[config.mk]
export PLATFORM = sky130hd
export DESIGN_NAME = bus_cycle_initiator
export DESIGN_NICKNAME = d
export VERILOG_FILES = /design/src/rtl/bus_cycle_initiator.sv
export SDC_FILE = /design/constraint.sdc
export NUM_CORES = 1
export LEC_CHECK = 0
export ABC_AREA = 0
export CORE_ASPECT_RATIO = 1.1
export CORE_UTILIZATION = 60
export DETAILED_ROUTE_END_ITERATION = 6
export DONT_BUFFER_PORTS = 1
export GPL_ROUTABILITY_DRIVEN = 0
export GPL_TIMING_DRIVEN = 0
export PLACE_DENSITY = 0.78
export SLEW_MARGIN = 5
export SYNTH_ARGS = -nofsm -noshare
export SYNTH_HDL_FRONTEND = slang
export SYNTH_SLANG_ARGS = --single-unit
[constraint.sdc]
create_clock -name CLK -period 1.8 [get_ports CLK]
set_input_delay 0.18 -clock CLK [delete_from_list [all_inputs] [get_ports CLK]]
set_output_delay 0.18 -clock CLK [all_outputs]
set_load 0.01 [all_outputs]
[src/rtl/bus_cycle_initiator.sv]
// Minimum-mode 8088 bus master: turns one transfer request into a
// T1-T2-T3-(Tw)-T4 cycle on the multiplexed A/AD bus with registered strobes.
module bus_cycle_initiator #(
  parameter int MAX_WAIT = 15
) (
  input  logic        CLK,
  input  logic        RESET,
  input  logic        REQ,
  input  logic        REQ_IO,
  input  logic        REQ_WRITE,
  input  logic [19:0] REQ_ADDR,
  input  logic [7:0]  REQ_WDATA,
  output logic        BUSY,
  output logic        DONE,
  output logic        ERR,
  output logic [7:0]  RDATA,
  input  logic        READY,
  output logic [11:0] A,
  output logic [7:0]  AD_OUT,
  output logic        AD_OE,
  input  logic [7:0]  AD_IN,
  output logic        ALE,
  output logic        IOM,
  output logic        RD_n,
  output logic        WR_n,
  output logic        DTR,
  output logic        DEN
);

  localparam logic [2:0] IDLE = 3'd0;
  localparam logic [2:0] T1   = 3'd1;
  localparam logic [2:0] T2   = 3'd2;
  localparam logic [2:0] T3   = 3'd3;
  localparam logic [2:0] TW   = 3'd4;
  localparam logic [2:0] T4   = 3'd5;

  localparam logic [7:0] MAX_WAIT_C = 8'(MAX_WAIT);

  logic [2:0]  state_q, state_d;
  logic [7:0]  waitCnt_q, waitCnt_d;
  logic [7:0]  wdata_q, wdata_d;
  logic        busy_q, busy_d;
  logic        done_q, done_d;
  logic        err_q, err_d;
  logic [7:0]  rdata_q, rdata_d;
  logic [11:0] addrHi_q, addrHi_d;
  logic [7:0]  adOut_q, adOut_d;
  logic        adOe_q, adOe_d;
  logic        ale_q, ale_d;
  logic        iom_q, iom_d;
  logic        rdN_q, rdN_d;
  logic        wrN_q, wrN_d;
  logic        dtr_q, dtr_d;
  logic        denN_q, denN_d;

  // Outputs are computed for the state being entered, so every pin is a flop.
  // DTR doubles as the captured write flag and IOM as the captured I/O flag.
  always_comb begin
    state_d   = state_q;
    waitCnt_d = waitCnt_q;
    wdata_d   = wdata_q;
    busy_d    = busy_q;
    done_d    = done_q;
    err_d     = err_q;
    rdata_d   = rdata_q;
    addrHi_d  = addrHi_q;
    adOut_d   = adOut_q;
    adOe_d    = adOe_q;
    ale_d     = ale_q;
    iom_d     = iom_q;
    rdN_d     = rdN_q;
    wrN_d     = wrN_q;
    dtr_d     = dtr_q;
    denN_d    = denN_q;

    case (state_q)
      IDLE: begin
        if (REQ) begin
          state_d   = T1;
          busy_d    = 1'b1;
          err_d     = 1'b0;
          waitCnt_d = 8'd0;
          wdata_d   = REQ_WDATA;
          ale_d     = 1'b1;
          addrHi_d  = REQ_IO ? {4'h0, REQ_ADDR[15:8]} : REQ_ADDR[19:8];
          adOut_d   = REQ_ADDR[7:0];
          adOe_d    = 1'b1;
          iom_d     = REQ_IO;
          dtr_d     = REQ_WRITE;
        end
      end
      T1: begin
        state_d = T2;
        ale_d   = 1'b0;
        denN_d  = 1'b0;
        if (dtr_q) begin
          adOut_d = wdata_q;
          adOe_d  = 1'b1;
          wrN_d   = 1'b0;
        end else begin
          adOe_d  = 1'b0;
          rdN_d   = 1'b0;
        end
      end
      T2: begin
        state_d = T3;
      end
      T3, TW: begin
        if (READY || (waitCnt_q >= MAX_WAIT_C)) begin
          state_d = T4;
          done_d  = 1'b1;
          rdN_d   = 1'b1;
          wrN_d   = 1'b1;
          denN_d  = 1'b1;
          adOe_d  = 1'b0;
          if (!READY) begin
            err_d   = 1'b1;
            rdata_d = 8'h00;
          end else if (!dtr_q) begin
            rdata_d = AD_IN;
          end
        end else begin
          state_d   = TW;
          waitCnt_d = waitCnt_q + 8'd1;
        end
      end
      T4: begin
        state_d = IDLE;
        busy_d  = 1'b0;
        done_d  = 1'b0;
        dtr_d   = 1'b1;
      end
      default: begin
        state_d = IDLE;
      end
    endcase
  end

  always_ff @(posedge CLK or posedge RESET) begin
    if (RESET) begin
      state_q   <= IDLE;
      waitCnt_q <= 8'd0;
      wdata_q   <= 8'h00;
      busy_q    <= 1'b0;
      done_q    <= 1'b0;
      err_q     <= 1'b0;
      rdata_q   <= 8'h00;
      addrHi_q  <= 12'h000;
      adOut_q   <= 8'h00;
      adOe_q    <= 1'b0;
      ale_q     <= 1'b0;
      iom_q     <= 1'b0;
      rdN_q     <= 1'b1;
      wrN_q     <= 1'b1;
      dtr_q     <= 1'b1;
      denN_q    <= 1'b1;
    end else begin
      state_q   <= state_d;
      waitCnt_q <= waitCnt_d;
      wdata_q   <= wdata_d;
      busy_q    <= busy_d;
      done_q    <= done_d;
      err_q     <= err_d;
      rdata_q   <= rdata_d;
      addrHi_q  <= addrHi_d;
      adOut_q   <= adOut_d;
      adOe_q    <= adOe_d;
      ale_q     <= ale_d;
      iom_q     <= iom_d;
      rdN_q     <= rdN_d;
      wrN_q     <= wrN_d;
      dtr_q     <= dtr_d;
      denN_q    <= denN_d;
    end
  end

  assign BUSY   = busy_q;
  assign DONE   = done_q;
  assign ERR    = err_q;
  assign RDATA  = rdata_q;
  assign A      = addrHi_q;
  assign AD_OUT = adOut_q;
  assign AD_OE  = adOe_q;
  assign ALE    = ale_q;
  assign IOM    = iom_q;
  assign RD_n   = rdN_q;
  assign WR_n   = wrN_q;
  assign DTR    = dtr_q;
  assign DEN    = denN_q;

endmodule

# [After elaboration in Yosys (flattened, before gate mapping)]
# Cells that the tools add are included.
# W data, S select, Z words.
[op_classes] addsub=1 order_cmp=1 eq_ne=12 n_mux=31 n_reduce_logical=21
[ops] op="$mux W8" count=6
[ops] op="$pmux W8 S2" count=2
[ops] op="$reduce_and A3 Y1" count=6
[ops] op="$pmux W1 S2" count=8
[ops] op="$ne A2 B2 Y1 const B" count=7
[ops] op="$mux W12" count=1
[ops] op="$pmux W3 S4" count=1
[ops] op="$mux W1" count=11
[ops] op="$reduce_and A2 Y1" count=5
[ops] op="$reduce_bool A2 Y1" count=5
[ops] op="$add A8 B1 Y8 const B" count=1
[ops] op="$ge A8 B4 Y1 const B" count=1
[ops] op="$eq A3 B2 Y1 const B" count=2
[ops] op="$eq A3 B3 Y1 const B" count=2
[ops] op="$reduce_and A4 Y1" count=1
[ops] op="$eq A3 B1 Y1 const B" count=1
[ops] op="$logic_not A3 Y1" count=1
[ops] op="$mux W3" count=1
[ops] op="$pmux W1 S3" count=1
[ops] op="$reduce_bool A3 Y1" count=1
[ops] op="$reduce_or A2 Y1" count=1
[ops] op="$logic_or A1 B1 Y1" count=1
[totals] ff_bits=57 in_bits=42 out_inout_bits=38 wordCells=82

# [Logic depth before layout (Yosys ltp)]
# Gate-level depths: netlist (run 1).
[logic_depth] depth_word=4 depth_mapped=6 depth_no_buf=5

# [Least setup slack after synthesis (run 1)]
# No wires, ideal clock.
[synth_timing] path_kind="reg2reg" from="register state_q[0]" to="register wdata_q[0]" setup_ps=117 arrival_time_ps=1579 t_required_ps=1683 slack_ps=104 path_stages_with_launch=7 path_buffers=3 period_less_slack_ps=1696 path_cell_list="dfrtp_1 buf_2 or4b_2 buf_2 buf_2 nand2_1 nand2_1"
[synth_via] elab_chain_cells=2
[synth_lines] element="start, declared" line="39" rtl="logic [2:0] state_q, state_d;"
[synth_lines] element="start signal, assigned" line="158" rtl="state_q <= state_d;"
[synth_lines] element="$logic_not A3 Y1" line="76" rtl="case (state_q)"
[synth_lines] element="$reduce_and A2 Y1 (no source line)"
[synth_lines] element="end signal, assigned" line="160" rtl="wdata_q <= wdata_d;"
[synth_lines] element="end, declared" line="41" rtl="logic [7:0] wdata_q, wdata_d;"
# No other way between the ends.
# A chain may end at the register's enable or synchronous reset.

# [Worst setup path after layout (run 1)]
[layout_timing] from="register state_q[0]" to="register rdata_q[4] (netlist: RDATA[4])"
[layout_via] elab_chain_cells=3 elab_cells_between_ends=4 classes_between="2 x eq/ne; 2 x reduce/logical"
[layout_lines] element="$eq A3 B2 Y1 / $eq A3 B3 Y1 (equally long branches)" line="76"
[layout_lines] element="$reduce_or A2 Y1 (*)" line="76"
[layout_lines] element="$reduce_and A3 Y1 (no source line) (*)"
[layout_lines] element="end signal, assigned" line="164" rtl="rdata_q <= rdata_d;"
[layout_lines] element="end, declared" line="45" rtl="logic [7:0] rdata_q, rdata_d;"
# Every way passes the cells marked *; elsewhere a longest branch is shown, timed or not.

==> results of run 1 <==
[placed cells by master (no fill, tap or decap), types with 4 or more instances in the layout]
cell / Yosys / routed
a21oi_1: 8 / 7
and2_1: 4 / 4
buf_4: 0 / 6
clkbuf_1: 5 / 5
clkbuf_8: 0 / 10
dfrtp_1: 53 / 52
dfstp_2: 4 / 4
dlygate4sd3_1: 0 / 31
inv_1: 17 / 16
mux2i_1: 16 / 15
nand2_1: 84 / 84
nand3_1: 4 / 4
nand3b_1: 5 / 5
nor2_1: 7 / 7
o21ai_0: 16 / 16
[through the flow]
stage	power [W]	setup slack [ns]	hold WS (ns)	std cells	setup TNS, ns
after detailed placement	0.00387	-0.164	0.131	310	-2.23
after floorplan	0.00347	0.104	0.285	257	0
final	0.00524	-0.00783	0.0199	362	-0.00783
after CTS	0.00504	0.00733	0.00112	356	0
after global routing	0.00557	-0.0604	0.0142	362	-0.214
after global placement	0.00376	-0.317	0.287	309	-18.24
[cell families (layout without fill, tap and decap cells)]
| family | Yosys count | after routing |
|---|---|---|
| flip-flops | 57 | 57 |
| XOR/XNOR | 1 | 1 |
| adder cells (fa/ha/maj) | 1 | 1 |
| multiplexers | 16 | 16 |
| AO/OA/AOI/OAI | 35 | 35 |
| AND/OR/NAND/NOR | 117 | 117 |
| buffers and inverters | 30 | 83 |
[synthesized netlist by cell type (2+ instances only)]
master	count
nand2_1	84
dfrtp_1	53
inv_1	17
mux2i_1	16
o21ai_0	16
a21oi_1	8
buf_2	7
nor2_1	7
clkbuf_1	5
nand3b_1	5
and2_1	4
dfstp_2	4
nand3_1	4
nor2b_1	3
a31o_2	2
o22ai_1	2
o31ai_1	2
[critical path, stage by stage, from the launching register on]
cell	delay, ns
dfrtp_1	0.38
buf_6	0.13
or3b_4	0.37
a32o_2	0.29
a21o_1	0.19
buf_6	0.15
mux2i_2	0.21
[sequential cells by signal, indices dropped and copies added, names as in the netlist]
name / cells
wdata_q: 8
DTR: 1
RD_n: 1
WR_n: 1
IOM: 1
RDATA: 8
ERR: 1
state_q: 3
ALE: 1
BUSY: 1
AD_OE: 1
waitCnt_q: 8
A: 12
AD_OUT: 8
DONE: 1
DEN: 1
[metal layers]
| layer | up-vias | GRT usage [%] |
|---|---|---|
| met5 | - | 0 |
| met4 | 0 | 15.2 |
| met3 | 15 | 11.7 |
| met2 | 92 | 51.1 |
| met1 | 986 | 34.8 |
| li1 | 932 | - |
[what timing repair did]
| item | 4_1_cts | 5_1_grt |
|---|---|---|
| gates cloned | 0 | 0 |
| hold buffers | 30 | 1 |
| setup endpoints to repair | 28 | 20 |
| gates resized for setup | 9 | 12 |
| endpoints found under the hold margin | 53 | 1 |
| buffers inserted | 0 | 5 |
| pin swaps | 0 | 2 |
[area by class of cell]
| type | instances | area share [%] |
|---|---|---|
| clock buffers | 11 | 4.47 |
| repair buffers | 37 | 11.6 |
| clock inverters | 5 | 0.989 |
| multi-input cells | 170 | 30.9 |
| flip-flops and latches | 57 | 45.3 |
| well taps | 52 | 2.06 |
| plain buffers | 13 | 2.65 |
| inverters | 17 | 2.02 |
[power by group]
| group | leakage (nW) | internal [W] | total (W) | switching, W |
|---|---|---|---|---|
| Combinational | 0.785 | 0.000733 | 0.00171 | 0.000981 |
| Clock | 0.0891 | 0.000531 | 0.00107 | 0.000536 |
| Sequential | 0.712 | 0.00185 | 0.00246 | 0.000603 |
[final timing paths]
kind                            start    endpoint  slack (ns)  depth (start not counted)
min in group asynchronous       RESET  wdata_q[3]        0.36                          2
hold / removal                    REQ  state_q[0]        0.02                          2
max in group asynchronous       RESET         DTR        0.82                          3
setup / recovery           state_q[0]    RDATA[4]      -0.008                          6
hold reg to reg            wdata_q[0]  wdata_q[0]        0.49                          2
setup reg to reg           state_q[0]    RDATA[4]      -0.008                          6
==> impl_metrics.tcl, run 1 <==
set metrics [dict create \
    stdcell_area_um2 3160 \
    vias 2025 \
    grt_pass1_vias 2094 \
    cts_tree "built" \
    grt_max_degree 34 \
    areaGrowthSynthToFinish_pct 27.5 \
    worstMarginPinSlew_ns 0.528 \
    num_rows 24 \
    rsz0062_at_grt "yes" \
    violations "DRC, setup timing" \
    synthCells 257 \
    yosys.area.top_type "dfrtp_1" \
    cts_sinks 57 \
    dr_wl_met2_um 3260 \
    die_w_um 63.3 \
    synth-compound-area-share_pct 8.37 \
    async_flop_share_pct 100 \
    wl_um 6290 \
    arrival_ns 2.07 \
    drt-met1-wl_um 2390 \
    synth_top_family_by_area "simple AND/OR/NAND/NOR gates" \
    die-area_um2 4400 \
    max_freq_ghz 0.553 \
    track_usage_pct 30.9 \
    synthTopCellsByArea "dfrtp_1 (53%), nand2_1 (13%), mux2i_1 (6.5%), dfstp_2 (4.2%), o21ai_0 (3.2%)" \
    placed_area_um2 2570 \
    path_clk_slew_ns 0.08 \
    met3_length_um 509 \
    drt_iter0_markers 189 \
    cts_buffers 9 \
    clock_latency_ns 0.35 \
    antenna_found_initial 0 \
    drv_cap 0 \
    drtAntennaViolNets 0 \
    worst_slack_ns -0.00783 \
    placement.io_buffers 0 \
    n_fill_cell 244 \
    wl_per_cell_um 17.4 \
    setup_viol 1 \
    dp.final_hpwl_um 3540 \
    final_util_pct 79.8 \
    viasPerCell 5.59 \
    synth_top_area_share_pct 53.4 \
    slew_headroom_pct 64.7 \
    first_pass_iters 6 \
    max-vdd-ir-drop_v 0.000893 \
    synth_edf_count 0 \
    final_max_slew_viol_count 0 \
    cp-end-kind "flop" \
    min_period_over_period_pct 100 \
    antenna_cells 0 \
    core_region_area_um2 3960 \
    cp-start-kind "flop" \
    synth.cell_area_um2 2480 \
    period_needed_ns 1.81 \
    cts-root-buf "clkbuf_8" \
    ys_ff_latch 57 \
    synth-simple-area-share_pct 21.5 \
    top_layer_used "met4" \
    ff_latch_area_um2 1430 \
    start_util_pct 62.6 \
    grt-ovfl-total 0 \
    drive_gt1_share_pct 15.8 \
    yosysSeqAreaShare_pct 57.7 \
    synthMuxAreaShare_pct 6.45 \
    finalHoldViolCount 0 \
    min_path_type "in -> reg" \
    synth-adder-area-share_pct 0.504 \
    critical_path_class "reg -> reg" \
    postSynthAreaPerCell_um2 9.66 \
    yosysWarningCount 0 \
    die_height_um 69.5 \
    ys.flop_type "dfrtp_1" \
    required_ns 2.06 \
    cts_max_level 3 \
    multi_input_area_um2 978 \
    leakagePower_nw 1.59 \
    fin_worst_skew_ns 0.0152 \
    synth_xor_area_share_pct 0.353 \
    outcome "finished, violations left" \
    syn_nets 300 \
    drcViolationCount 2 \
    grt_pass1_wl_um 10000 \
    p_per_area_nw_per_um2 1660 \
    ys_types 35 \
    fin_nets 348 \
    critPathMaxFanout 8 \
    cts_buffer_depth 2 \
    io-pin-count 80 \
]
(Power assumes the default switching activity.)
==> run 2, diff against run 1 <==
- clock period: 1.8 -> 2.3 ns (I/O delays scaled with it)
==> run 2 against run 1 <==
  * The flow now finishes without violations
  * Core utilization fell by 7.2 points
  * Clock skew fell by 0.0026 ns
  * Die area did not move
  * Hold slack got worse by 0.014 ns
  * Register-to-register slack improved by 0.32 ns
  * Cell count fell by 6.1%
  * Non-clock buffer count fell by 22
  * Critical path type unchanged
  * Largest cell class unchanged
  * Highest routed layer unchanged
==> impl_metrics.tcl, run 2 (synthesized netlist as in run 1, its figures left out) <==
set metrics [dict create \
    postCtsSetupBuffers 0 \
    holdWs_ns 0.00607 \
    p_clk_share_pct 21.3 \
    worstPathCellList "buf_2 -> nor4b_2 -> a21oi_1 -> buf_2 -> nand2_1 -> o21ai_0" \
    grt-ovfl-total 0 \
    cp-end-kind "flop" \
    cts_tree "built" \
    largest_register_ffs 12 \
    die-area_um2 4400 \
    p_int_w 0.00232 \
    vias 1897 \
    clock_latency_ns 0.35 \
    drcViolationCount 0 \
    drive_gt1_share_pct 12.2 \
    die_height_um 69.5 \
    final_common_cell "nand2_1" \
    min_path_type "in -> reg" \
    worstMarginPinSlew_ns 0.655 \
    areaGrowthSynthToFinish_pct 16.0 \
    power_frac_seq_pct 49.0 \
    ff2ff_setup_slack_ns 0.31 \
    die_w_um 63.3 \
    arrival_ns 2.19 \
    fin_nets 326 \
    first_pass_iters 4 \
    fin_worst_skew_ns 0.0126 \
    cpMostUsedCell "buf_2" \
    min_from "REQ_ADDR[14]" \
    cts_max_level 3 \
    critical_path_class "reg -> reg" \
    setup.worst_path.end "AD_OUT[5]" \
    cts_buffers 9 \
    max_freq_ghz 0.502 \
    final_util_pct 72.7 \
    track_usage_pct 26.9 \
    final_max_slew_viol_count 0 \
    leakagePower_nw 1.47 \
    setup.worst_path.start "state_q[0]" \
    outcome "finished clean" \
    stdcell_area_um2 2880 \
    slowest_stage "nor4b_2" \
    max_stage_delay_ns 0.61 \
    r2r-start "state_q[0]" \
    swShare_pct 40.0 \
    period_needed_ns 1.99 \
    fin_setup_tns_ns 0 \
    slew_headroom_pct 56.2 \
    placed_area_um2 2570 \
    wl_per_cell_um 15.9 \
    layout_common_cells "nand2_1 (84), dfrtp_1 (53), inv_1 (16), o21ai_0 (16), mux2i_1 (16)" \
    io-pin-count 80 \
    reg2reg_depth 6 \
    p_per_area_nw_per_um2 1350 \
    antenna_found_initial 0 \
    combinationalPowerShare_pct 29.6 \
    viasPerCell 5.58 \
    placement.io_buffers 0 \
    wl_um 5410 \
    drtAntennaViolNets 0 \
    min_period_over_period_pct 86.6 \
    cts_buffer_depth 2 \
    antenna_cells 0 \
    reg2reg_to "AD_OUT[5]" \
    required_ns 2.50 \
    finalHoldViolCount 0 \
    cts_sinks 57 \
    drt_iter0_markers 182 \
    start_util_pct 62.6 \
    path_clk_slew_ns 0.07 \
    drv_cap 0 \
    grt_pass1_wl_um 8840 \
    critPathMaxFanout 10 \
    setup_viol 0 \
    grt_max_degree 34 \
    cp-start-kind "flop" \
    n_fill_cell 292 \
    dp.final_hpwl_um 3540 \
    core_region_area_um2 3960 \
    power.switching_w 0.00155 \
    rsz0062_at_grt "no" \
    grt_pass1_vias 1865 \
    cts-root-buf "clkbuf_8" \
    max-vdd-ir-drop_v 0.000726 \
    num_rows 24 \
]
[run 2: cell types whose count changed in the layout (fill, tap and decap cells not counted), moves of 2 or more]
cell | previous run | this run
dlygate4sd3_1 | 31 | 14
buf_4 | 6 | 0
buf_2 | 3 | 7
buf_6 | 3 | 1
[run 2: cell type report]
cell class,count,area [um^2],share of cell area [%]
multi-input cells,170,922,32.0
clock inverters,5,31.3,1.09
plain buffers,13,65.1,2.26
clock buffers,11,141,4.91
flip-flops and latches,57,1430,49.7
inverters,17,63.8,2.22
repair buffers,15,160,5.56
well taps,52,65.1,2.26
[run 2: worst max-delay path: cells and delay by family, from the launching register on]
family / cells / cell delay (ns)
compound gates: 2 / 0.37
buf+inv: 2 / 0.42
flops: 1 / 0.36
simple gates: 2 / 0.69
[run 2: per-stage QoR]
stage	std cells	total power [W]	setup WS (ns)
after floorplan	257	0.00272	0.604
after global placement	309	0.00294	0.133
after detailed placement	310	0.00303	0.336
after CTS	339	0.00388	0.336
after global routing	340	0.00414	0.117
final	340	0.00388	0.309
[run 2: worst min path at each step]
stage,cells after the start,slack (ns),end
floorplan,2,0.34,A[0]
detailed placement,1,0.18,wdata_q[3]
global placement,2,0.34,A[0]
CTS,2,0.0002,IOM
global route,2,0.01,wdata_q[7]
finish,2,0.006,A[6]
[run 2: per-layer routing]
metal	vias to the layer above	global-route usage, %	wire, um
met5	-	0	0
met4	0	13.1	75
met3	11	10.0	445
met2	68	41.7	2700
met1	927	32.8	2190
li1	891	-	-
[run 2: power by group through the flow]
stage | combinational [W] | clock (W) | sequential [W]
floorplan | 0.000898 | 0 | 0.00182
global placement | 0.00105 | 0 | 0.00189
detailed placement | 0.00112 | 0 | 0.00191
CTS | 0.00114 | 0.000832 | 0.00190
global route | 0.00132 | 0.000871 | 0.00194
finish | 0.00115 | 0.000827 | 0.00190
[run 2: repair_timing]
| item | 4_1_cts | 5_1_grt |
|---|---|---|
| gates resized for setup | 0 | 0 |
| hold endpoints to repair | 36 | 1 |
| hold buffers | 13 | 1 |
